--- src/rtl/mdu_pkg.sv ---
// Shared encodings and constants for the HI/LO multiply/divide unit.
package mdu_pkg;

    localparam int unsigned DIV_CYCLES = 32;

    localparam logic [1:0] OP_MULT  = 2'b00;
    localparam logic [1:0] OP_MULTU = 2'b01;
    localparam logic [1:0] OP_DIV   = 2'b10;
    localparam logic [1:0] OP_DIVU  = 2'b11;

    localparam logic [1:0] HILO_WEN_BOTH = 2'b11;

    typedef enum logic [1:0] {
        StIdle,
        StMul,
        StDiv,
        StFin
    } state_e;

endpackage

--- src/rtl/hilo_mdu_if.sv ---
// EX-stage request / HI-LO write bundle of the multiply/divide unit.
// The cancel signal exists only when HILO_MDU_CANCEL_EN is defined.
interface hilo_mdu_if #(
    parameter int unsigned DATA_W = 32
);
    logic              start;
`ifdef HILO_MDU_CANCEL_EN
    logic              cancel;
`endif
    logic [1:0]        op;
    logic [DATA_W-1:0] src_a;
    logic [DATA_W-1:0] src_b;
    logic              busy;
    logic              done;
    logic [1:0]        hilo_wen;
    logic [DATA_W-1:0] hi_out;
    logic [DATA_W-1:0] lo_out;

`ifdef HILO_MDU_CANCEL_EN
    modport master (
        output start, cancel, op, src_a, src_b,
        input  busy, done, hilo_wen, hi_out, lo_out
    );
    modport slave (
        input  start, cancel, op, src_a, src_b,
        output busy, done, hilo_wen, hi_out, lo_out
    );
`else
    modport master (
        output start, op, src_a, src_b,
        input  busy, done, hilo_wen, hi_out, lo_out
    );
    modport slave (
        input  start, op, src_a, src_b,
        output busy, done, hilo_wen, hi_out, lo_out
    );
`endif

endinterface

--- src/rtl/div_core.sv ---
// Unsigned restoring divider datapath: one shift-subtract step per step_i cycle.
module div_core
    import mdu_pkg::*;
#(
    parameter int unsigned DATA_W = 32,
    parameter int unsigned CYCLES = DIV_CYCLES
) (
    input  logic              clk,
    input  logic              resetn,
    input  logic              load_i,
    input  logic              step_i,
    input  logic [DATA_W-1:0] dividend_i,
    input  logic [DATA_W-1:0] divisor_i,
    output logic [DATA_W-1:0] quo_next_o,
    output logic [DATA_W-1:0] rem_next_o,
    output logic              last_o
);
    localparam int unsigned CntW = $clog2(CYCLES);

    logic [DATA_W-1:0] rem_q, quo_q, dvs_q;
    logic [CntW-1:0]   cnt_q;
    logic [DATA_W:0]   partial, diff;

    // quo_q shifts dividend bits out the top while quotient bits enter at the bottom
    always_comb begin
        partial = {rem_q, quo_q[DATA_W-1]};
        diff    = partial - {1'b0, dvs_q};
        if (diff[DATA_W]) begin
            rem_next_o = partial[DATA_W-1:0];
            quo_next_o = {quo_q[DATA_W-2:0], 1'b0};
        end else begin
            rem_next_o = diff[DATA_W-1:0];
            quo_next_o = {quo_q[DATA_W-2:0], 1'b1};
        end
    end

    assign last_o = step_i && (cnt_q == CntW'(CYCLES - 1));

    always_ff @(posedge clk or negedge resetn) begin
        if (!resetn) begin
            rem_q <= '0;
            quo_q <= '0;
            dvs_q <= '0;
            cnt_q <= '0;
        end else if (load_i) begin
            rem_q <= '0;
            quo_q <= dividend_i;
            dvs_q <= divisor_i;
            cnt_q <= '0;
        end else if (step_i) begin
            rem_q <= rem_next_o;
            quo_q <= quo_next_o;
            cnt_q <= cnt_q + CntW'(1);
        end
    end

endmodule

--- src/rtl/hilo_mdu.sv ---
// Iterative MULT/MULTU/DIV/DIVU unit driving the HI/LO register write port.
// Optional HILO_MDU_CANCEL_EN adds a flush input that aborts MUL/DIV.
module hilo_mdu
    import mdu_pkg::*;
#(
    parameter int unsigned DATA_W     = 32,
    parameter int unsigned DIV_CYCLES = mdu_pkg::DIV_CYCLES
) (
    input logic       clk,
    input logic       resetn,
    hilo_mdu_if.slave bus
);
    state_e              state_q;
    logic [DATA_W-1:0]   a_q, b_q, hi_q, lo_q;
    logic                signed_q, quo_neg_q, rem_neg_q, dbz_q, load_q;
    logic                busy_q, done_q;
    logic [1:0]          wen_q;
    logic                cancel, is_div, op_signed;
    logic [2*DATA_W-1:0] a_ext, b_ext, product;
    logic [DATA_W-1:0]   a_abs, b_abs, quo_next, rem_next, quo_fix, rem_fix;
    logic                div_last;

`ifdef HILO_MDU_CANCEL_EN
    assign cancel = bus.cancel;
`else
    assign cancel = 1'b0;
`endif

    assign is_div    = (bus.op == OP_DIV) || (bus.op == OP_DIVU);
    assign op_signed = (bus.op == OP_MULT) || (bus.op == OP_DIV);

    // Sign-extended 64x64 multiply truncated to 64 bits covers both signednesses
    always_comb begin
        a_ext   = {{DATA_W{signed_q & a_q[DATA_W-1]}}, a_q};
        b_ext   = {{DATA_W{signed_q & b_q[DATA_W-1]}}, b_q};
        product = a_ext * b_ext;
        a_abs   = (signed_q && a_q[DATA_W-1]) ? -a_q : a_q;
        b_abs   = (signed_q && b_q[DATA_W-1]) ? -b_q : b_q;
        quo_fix = quo_neg_q ? -quo_next : quo_next;
        rem_fix = rem_neg_q ? -rem_next : rem_next;
    end

    div_core #(
        .DATA_W (DATA_W),
        .CYCLES (DIV_CYCLES)
    ) u_div_core (
        .clk        (clk),
        .resetn     (resetn),
        .load_i     ((state_q == StDiv) && load_q),
        .step_i     ((state_q == StDiv) && !load_q),
        .dividend_i (a_abs),
        .divisor_i  (b_abs),
        .quo_next_o (quo_next),
        .rem_next_o (rem_next),
        .last_o     (div_last)
    );

    always_ff @(posedge clk or negedge resetn) begin
        if (!resetn) begin
            state_q   <= StIdle;
            a_q       <= '0;
            b_q       <= '0;
            hi_q      <= '0;
            lo_q      <= '0;
            signed_q  <= 1'b0;
            quo_neg_q <= 1'b0;
            rem_neg_q <= 1'b0;
            dbz_q     <= 1'b0;
            load_q    <= 1'b0;
            busy_q    <= 1'b0;
            done_q    <= 1'b0;
            wen_q     <= 2'b00;
        end else begin
            done_q <= 1'b0;
            wen_q  <= 2'b00;
            unique case (state_q)
                StIdle: begin
                    if (bus.start && !cancel) begin
                        a_q      <= bus.src_a;
                        b_q      <= bus.src_b;
                        signed_q <= op_signed;
                        busy_q   <= 1'b1;
                        if (is_div) begin
                            state_q   <= StDiv;
                            load_q    <= 1'b1;
                            quo_neg_q <= op_signed & (bus.src_a[DATA_W-1] ^ bus.src_b[DATA_W-1]);
                            rem_neg_q <= op_signed & bus.src_a[DATA_W-1];
                            dbz_q     <= (bus.src_b == '0);
                        end else begin
                            state_q <= StMul;
                        end
                    end
                end
                StMul: begin
                    if (cancel) begin
                        state_q <= StIdle;
                        busy_q  <= 1'b0;
                    end else begin
                        state_q <= StFin;
                        hi_q    <= product[2*DATA_W-1:DATA_W];
                        lo_q    <= product[DATA_W-1:0];
                        done_q  <= 1'b1;
                        wen_q   <= HILO_WEN_BOTH;
                    end
                end
                StDiv: begin
                    if (cancel) begin
                        state_q <= StIdle;
                        busy_q  <= 1'b0;
                    end else begin
                        load_q <= 1'b0;
                        if (div_last) begin
                            state_q <= StFin;
                            done_q  <= 1'b1;
                            wen_q   <= HILO_WEN_BOTH;
                            // Divide by zero returns all-ones quotient and the raw dividend
                            hi_q    <= dbz_q ? a_q : rem_fix;
                            lo_q    <= dbz_q ? '1 : quo_fix;
                        end
                    end
                end
                StFin: begin
                    state_q <= StIdle;
                    busy_q  <= 1'b0;
                end
                default: state_q <= StIdle;
            endcase
        end
    end

    assign bus.busy     = busy_q;
    assign bus.done     = done_q;
    assign bus.hilo_wen = wen_q;
    assign bus.hi_out   = hi_q;
    assign bus.lo_out   = lo_q;

endmodule

--- src/flat_wrapper.sv ---
// flat-port wrapper written by rule: the top's interface ports become plain ports
module hilo_mdu_flat import mdu_pkg::*;
#(
    parameter int unsigned DATA_W     = 32,
    parameter int unsigned DIV_CYCLES = mdu_pkg::DIV_CYCLES
)
  (clk, resetn, bus_start, bus_op, bus_src_a, bus_src_b, bus_busy, bus_done, bus_hilo_wen, bus_hi_out, bus_lo_out);
  hilo_mdu_if #(.DATA_W(DATA_W)) bus_i ();
  input logic clk;
  input logic resetn;
  input wire logic [$bits(bus_i.start)-1:0] bus_start;
  input wire logic [$bits(bus_i.op)-1:0] bus_op;
  input wire logic [$bits(bus_i.src_a)-1:0] bus_src_a;
  input wire logic [$bits(bus_i.src_b)-1:0] bus_src_b;
  output wire logic [$bits(bus_i.busy)-1:0] bus_busy;
  output wire logic [$bits(bus_i.done)-1:0] bus_done;
  output wire logic [$bits(bus_i.hilo_wen)-1:0] bus_hilo_wen;
  output wire logic [$bits(bus_i.hi_out)-1:0] bus_hi_out;
  output wire logic [$bits(bus_i.lo_out)-1:0] bus_lo_out;
  assign bus_i.start = bus_start;
  assign bus_i.op = bus_op;
  assign bus_i.src_a = bus_src_a;
  assign bus_i.src_b = bus_src_b;
  assign bus_busy = bus_i.busy;
  assign bus_done = bus_i.done;
  assign bus_hilo_wen = bus_i.hilo_wen;
  assign bus_hi_out = bus_i.hi_out;
  assign bus_lo_out = bus_i.lo_out;
  hilo_mdu #(.DATA_W(DATA_W), .DIV_CYCLES(DIV_CYCLES)) u_core (.clk(clk), .resetn(resetn), .bus(bus_i));
endmodule
--- config.mk ---
export PLATFORM = sky130hd
export DESIGN_NAME = hilo_mdu_flat
export DESIGN_NICKNAME = d
export VERILOG_FILES = /design/src/rtl/mdu_pkg.sv /design/src/rtl/hilo_mdu_if.sv /design/src/rtl/div_core.sv /design/src/rtl/hilo_mdu.sv /design/src/flat_wrapper.sv
export SDC_FILE = /design/constraint.sdc
export NUM_CORES = 2
export LEC_CHECK = 0
export BUFFER_PORTS_ARGS = -buffer_cell sky130_fd_sc_hd__buf_2
export CAP_MARGIN = 20
export CORE_MARGIN = 3
export CORE_UTILIZATION = 55
export CTS_CLUSTER_SIZE = 40
export DETAILED_ROUTE_END_ITERATION = 12
export GPL_ROUTABILITY_DRIVEN = 1
export GPL_TIMING_DRIVEN = 0
export PLACE_DENSITY = 0.8
export SLEW_MARGIN = 20
export SYNTH_ARGS = -nofsm -noshare
export SYNTH_HDL_FRONTEND = slang
export SYNTH_HIERARCHICAL = 1
export SYNTH_SLANG_ARGS = --single-unit
--- constraint.sdc ---
create_clock -name clk -period 11.9 [get_ports clk]
set_clock_uncertainty 0.1 [all_clocks]
set_input_delay 0 -clock clk [delete_from_list [all_inputs] [get_ports clk]]
set_output_delay 0 -clock clk [all_outputs]
set_load 0.03 [all_outputs]
# Word-level counts from Yosys, hierarchy flattened
# Index checks and enable logic that the tools add are counted.
# op_classes
mux	31
multipliers	1
order_cmp	0
bitwise	6
reduce_logical	21
eq_ne	9
addsub	6
n_shift	0
div	0
# ops
operator	n
32-bit 2-to-1 mux	13
32-bit negator	4
32-bit one-hot mux with 2 select lines	2
33-bit by 33-bit multiplier with 64-bit output	1
33-bit by 32-bit subtractor with 33-bit output	1
32-bit zero test	1
5-bit 2-to-1 mux	2
2-bit == test, second input constant	4
2-bit 2-to-1 mux	4
2-bit one-hot mux with 4 select lines	1
2-bit AND reduction	4
1-bit one-hot mux with 2 select lines	3
3-bit AND reduction	2
2-bit nonzero test	3
5-bit by 1-bit adder with 5-bit output, second input constant	1
5-bit == test, second input constant	1
1-bit logical AND	5
1-bit 2-to-1 mux	5
1-bit bitwise AND	4
2-bit zero test	2
2-bit by 1-bit != test with 1-bit output, second input constant	2
2-bit one-hot mux with 2 select lines	1
2-bit by 1-bit == test with 1-bit output, second input constant	1
1-bit logical OR	2
other kinds (5)	5
# totals
mem_bits_rw	0
inputBits	69
output_inout_bits	68
latch_bits	0
wordCells	91
mem_count	0
regBits	240
rom_bits	0

# Longest topological paths before layout
# depth
depth_word	7
depth_mapped	31
depth_no_buf	28

# By module
# The synthesis kept the hierarchy.
# by_module_without_submodules
module	seq_area_each_um2	cells_each	instances	area_each_um2
hilo_mdu	3428.3	5130	1	46455.8
div_core	2527.4	782	1	6698.9

# Worst setup path after synthesis
# No wires, ideal clock.
# synth_path
path_kind	register to register
from	register u_core.a_q[31]
to	register u_core.hi_q[30], in the netlist u_core/bus.hi_out[30]
path_buffers	3
synth_period_minus_slack_ns	8.241
t_arrival_ns	8.041
stages_incl_launch_ff	30
setup_ns	0.099
path_slack_ns	3.659
required_ns	11.701
path_cell_list	dfrtp_1 clkbuf_1 and2_1 clkbuf_1 nand2_1 inv_1 fa_1 inv_1 fa_1 inv_1 fa_1 fa_1 inv_1 fa_1 inv_1 fa_1 inv_1 fa_1 fa_1 inv_1 ha_1 clkbuf_1 nand4_1 nor4_1 nor2b_1 a31oi_1 o21ai_1 a221oi_1 o2111a_1 a311oi_1
# synth_between
elab_chain_len	3
# synth_lines
element	line_no	source
from (decl)	hilo_mdu.sv:14	logic [DATA_W-1:0] a_q, b_q, hi_q, lo_q;
from (signal assigned)	hilo_mdu.sv:79	a_q <= bus.src_a;
1-bit bitwise AND	hilo_mdu.sv:34	a_ext = {{DATA_W{signed_q & a_q[DATA_W-1]}}, a_q};
33-bit by 33-bit multiplier with 64-bit output (*)	hilo_mdu.sv:36	product = a_ext * b_ext;
32-bit one-hot mux with 2 select lines (*)	hilo_mdu.sv:76	unique case (state_q)
to (signal assigned)	hilo_mdu.sv:100	hi_q <= product[2*DATA_W-1:DATA_W];
to (signal assigned)	hilo_mdu.sv:117	hi_q <= dbz_q ? a_q : rem_fix;
to (decl)	hilo_mdu.sv:14	
# Every way passes the cells marked *; elsewhere a longest branch is shown, timed or not.
# A chain may end at the register's enable or synchronous reset.

# Worst setup path after layout
# layout_path
from	register u_core.b_q[31]
to	register u_core.hi_q[31], in the netlist u_core/bus.hi_out[31]
# layout_between
elab_chain_len	3
# layout_lines
element	line_no	source
from (decl)	hilo_mdu.sv:14	
from (signal assigned)	hilo_mdu.sv:80	b_q <= bus.src_b;
1-bit bitwise AND	hilo_mdu.sv:35	b_ext = {{DATA_W{signed_q & b_q[DATA_W-1]}}, b_q};
33-bit by 33-bit multiplier with 64-bit output (*)	hilo_mdu.sv:36	
32-bit one-hot mux with 2 select lines (*)	hilo_mdu.sv:76	
# Marked as above.

==> run_results.csv <==
group,metric,value,unit
status,status,"complete, no violations",
die,ios,137,
worst_setup_path,crit_fanout,10,
global_route,grt_max_degree,75,
job,maxCapViolations,0,
layout,register_area,0.00596,sq mm
timing,maxSlewViolCount,0,
global_route,grt_pass1_wl,308000,um
synthesis,ys_warn_count,6,
clock_network,cts.sinks,238,
route,finalWirelength,212000,um
placement,dp.final_hpwl,169000,um
worst_setup_path,cp_slowest_stage_delay,0.94,ns
worst_setup_path,crit_top_cell,"fa_1",
clock_network,path_clk_slew,0.06,ns
timing,finalHoldViolations,0,
worst_setup_path,arrival,12.21,ns
placement,gp_routability_congestion,1.06,
worst_setup_path,slowest_stage,"clkbuf_1",
synthesis,synth.area.top_cells,"fa_1 (42%), dfrtp_1 (11%), inv_1 (8.2%)",
timing,setup_slack,0.0241,ns
layout,fillers,8313,
route,dr.pass1.iters,8,
layout,final_area,0.0573,sq mm
die,die_y,317,um
clock_network,root_buffer,"clkbuf_16",
global_route,grt.busiest_layer,"met2",
synthesis,yosysSeqAreaShare,11.2,%
die,num_rows,113,
global_route,grt_overflow,0,
route,first_iter_violations,6232,
worst_setup_path,crit_type,"reg2reg",
die,core_area,0.0954,sq mm
timing,tightest_slew,1.35,ns
synthesis,synth.most_common_cell,"inv_1",
die,dieArea,0.100,sq mm
route,viasPerCell,6.20,
worst_setup_path,end_kind,"flip-flop",
worst_setup_path,startpoint_type,"flip-flop",
synthesis,yosysTopAreaCell,"fa_1",
route,drcViolationCount,0,
synthesis,ys.flop_type,"dfrtp_1",
route,wire_per_inst,28.4,um
placement,post-place-ws,0.587,ns
clock_network,h-tree-depth,1,
global_route,antenna_found_initial,30,
layout,drive_gt1_share,5.88,%
global_route,use_met1,53.8,%
timing,rsz0062_at_grt,"no",
route,vias,46200,
timing,period_needed,11.88,ns
layout,areaGrowthSynthToFinish,7.77,%
placement,dpl_cell_area,0.0555,sq mm
synthesis,synth_cells,5912,
hold_path,holdCritPathClass,"in2reg",
clock_network,clk_latency,0.57,ns
synthesis,netlist_area,0.0532,sq mm
synthesis,async_reset_ff_share,100,%
layout,final_cells,7460,
timing,max_clock_freq,84.2,MHz
global_route,gr-usage-met2,61.1,%
synthesis,synth_edf_count,0,
synthesis,ys_types,81,
synthesis,synth_nets,7361,
clock_network,cts-buffers-inserted,26,
timing,fin_crit_sh,99.8,%
clock_network,cts_buffer_depth,3,
synthesis,synth_common_cells,"inv_1 (1166), fa_1 (1126), nand2_1 (942)",
timing,relSlewSlack,9.86,%
die,die_w,317,um
die,start_util,55.7,%
synthesis,syn_area_per_cell,8.99,sq um
synthesis,synth-seq-cells,238,
route,final_antenna_net_count,0,
placement,dp_cells,7317,
layout,nNetsFinal,7603,
worst_setup_path,cp.required,12.23,ns
synthesis,synth_top_area_share,42.4,%
layout,multiInputGateArea,0.0412,sq mm
timing,tns,0,ns
timing,setup_viol,0,
global_route,grt_pass1_vias,47100,
clock_network,cts_tree,"built",
placement,portBuffers,136,
global_route,grt.total_usage,42.9,%
global_route,grt_use_met3,16.6,%
-- metal layers --
metal / part of all wire [%] / vias up
met3: 15 / 980
met2: 41 / 3787
met5: 0.12 / -
met4: 8.9 / 22
li1: - / 18400
met1: 34 / 23000
-- repair_timing --
action	4_1_cts	5_1_grt
buffers inserted	0	0
setup endpoints to repair	0	2
hold buffers	73	0
endpoints found under the hold margin	269	0
resized for setup	0	3
-- final timing paths --
path	startpoint	end	slack, ns	cells after the start
worst min-delay path	bus_src_a[22]	u_core/a_q[22]$_DFFE_PN0P_	0.11	3
min in group asynchronous	resetn	u_core/bus.lo_out[23]$_DFFE_PN0P_	0.46	4
max in group asynchronous	resetn	u_core/signed_q$_DFFE_PN0P_	10.56	5
worst min register to register	u_core/bus.lo_out[2]$_DFFE_PN0P_	u_core/bus.lo_out[2]$_DFFE_PN0P_	0.38	2
worst max register to register	u_core/b_q[31]$_DFFE_PN0P_	u_core/bus.hi_out[31]$_DFFE_PN0P_	0.02	29
worst max-delay path	u_core/b_q[31]$_DFFE_PN0P_	u_core/bus.hi_out[31]$_DFFE_PN0P_	0.02	29
-- worst max-delay path: cells and delay by family (launching register included) --
kind	cells	cell delay, ns
AND/OR/NAND/NOR	6	1.56
AO/OA/AOI/OAI	5	1.68
XOR/XNOR	1	0.18
flip-flops	1	0.37
buffers and inverters	8	3.18
adder cells (fa/ha/maj)	9	4.64
-- metrics by stage --
step | util [%] | hold WS (ns)
after floorplan | - | -0.396
after global placement | 58.1 | 0.132
after detailed placement | 58.2 | -0.162
after CTS | 59.9 | 0.0898
after global routing | 60.0 | 0.125
final | 60.0 | 0.113
-- sequential cells by signal (all words and copies together) (netlist names) --
| signal | count |
|---|---|
| u_core/load_q | 1 |
| u_core/signed_q | 1 |
| u_core/bus.hilo_wen | 1 |
| u_core/quo_neg_q | 1 |
| u_core/u_div_core/quo_q | 32 |
| u_core/bus.busy | 1 |
| u_core/b_q | 32 |
| u_core/u_div_core/dvs_q | 32 |
| u_core/rem_neg_q | 1 |
| u_core/state_q | 2 |
| u_core/a_q | 32 |
| u_core/bus.hi_out | 32 |
| u_core/u_div_core/cnt_q | 5 |
| u_core/u_div_core/rem_q | 32 |
| u_core/dbz_q | 1 |
| u_core/bus.lo_out | 32 |
-- logic make-up after synthesis --
logic type,share of synthesized area [%]
DFF,11.2
xor gates and xnor gates,3.59
and+or+nand+nor,15.0
muxes,2.49
AOI/OAI and AO/OA,7.98
buffers and inverters,11.4
adders and majority gates,48.4
-- cells in the final DEF, fill, tap and decap left out, drive strengths merged, types with 130 or more instances in the layout --
| cell | count |
|---|---|
| fa | 1126 |
| ha | 254 |
| and2 | 366 |
| clkbuf | 343 |
| xnor2 | 130 |
| nand2 | 942 |
| buf | 236 |
| inv | 1167 |
| dfrtp | 238 |
| o21ai | 207 |
| nor2 | 188 |
| a21oi | 154 |
-- layout make-up --
cell class | instances | area share [%]
multi-input cells | 4100 | 71.8
flip-flops and latches | 238 | 10.4
inverters | 1168 | 7.65
plain buffers | 406 | 2.94
well taps | 1265 | 2.76
repair buffers | 214 | 2.70
clock buffers | 31 | 1.22
clock inverters | 16 | 0.384
diodes | 22 | 0.0961
Power is not shown: default switching activity piles up to over one toggle a cycle in this logic, so the estimate is an artifact.
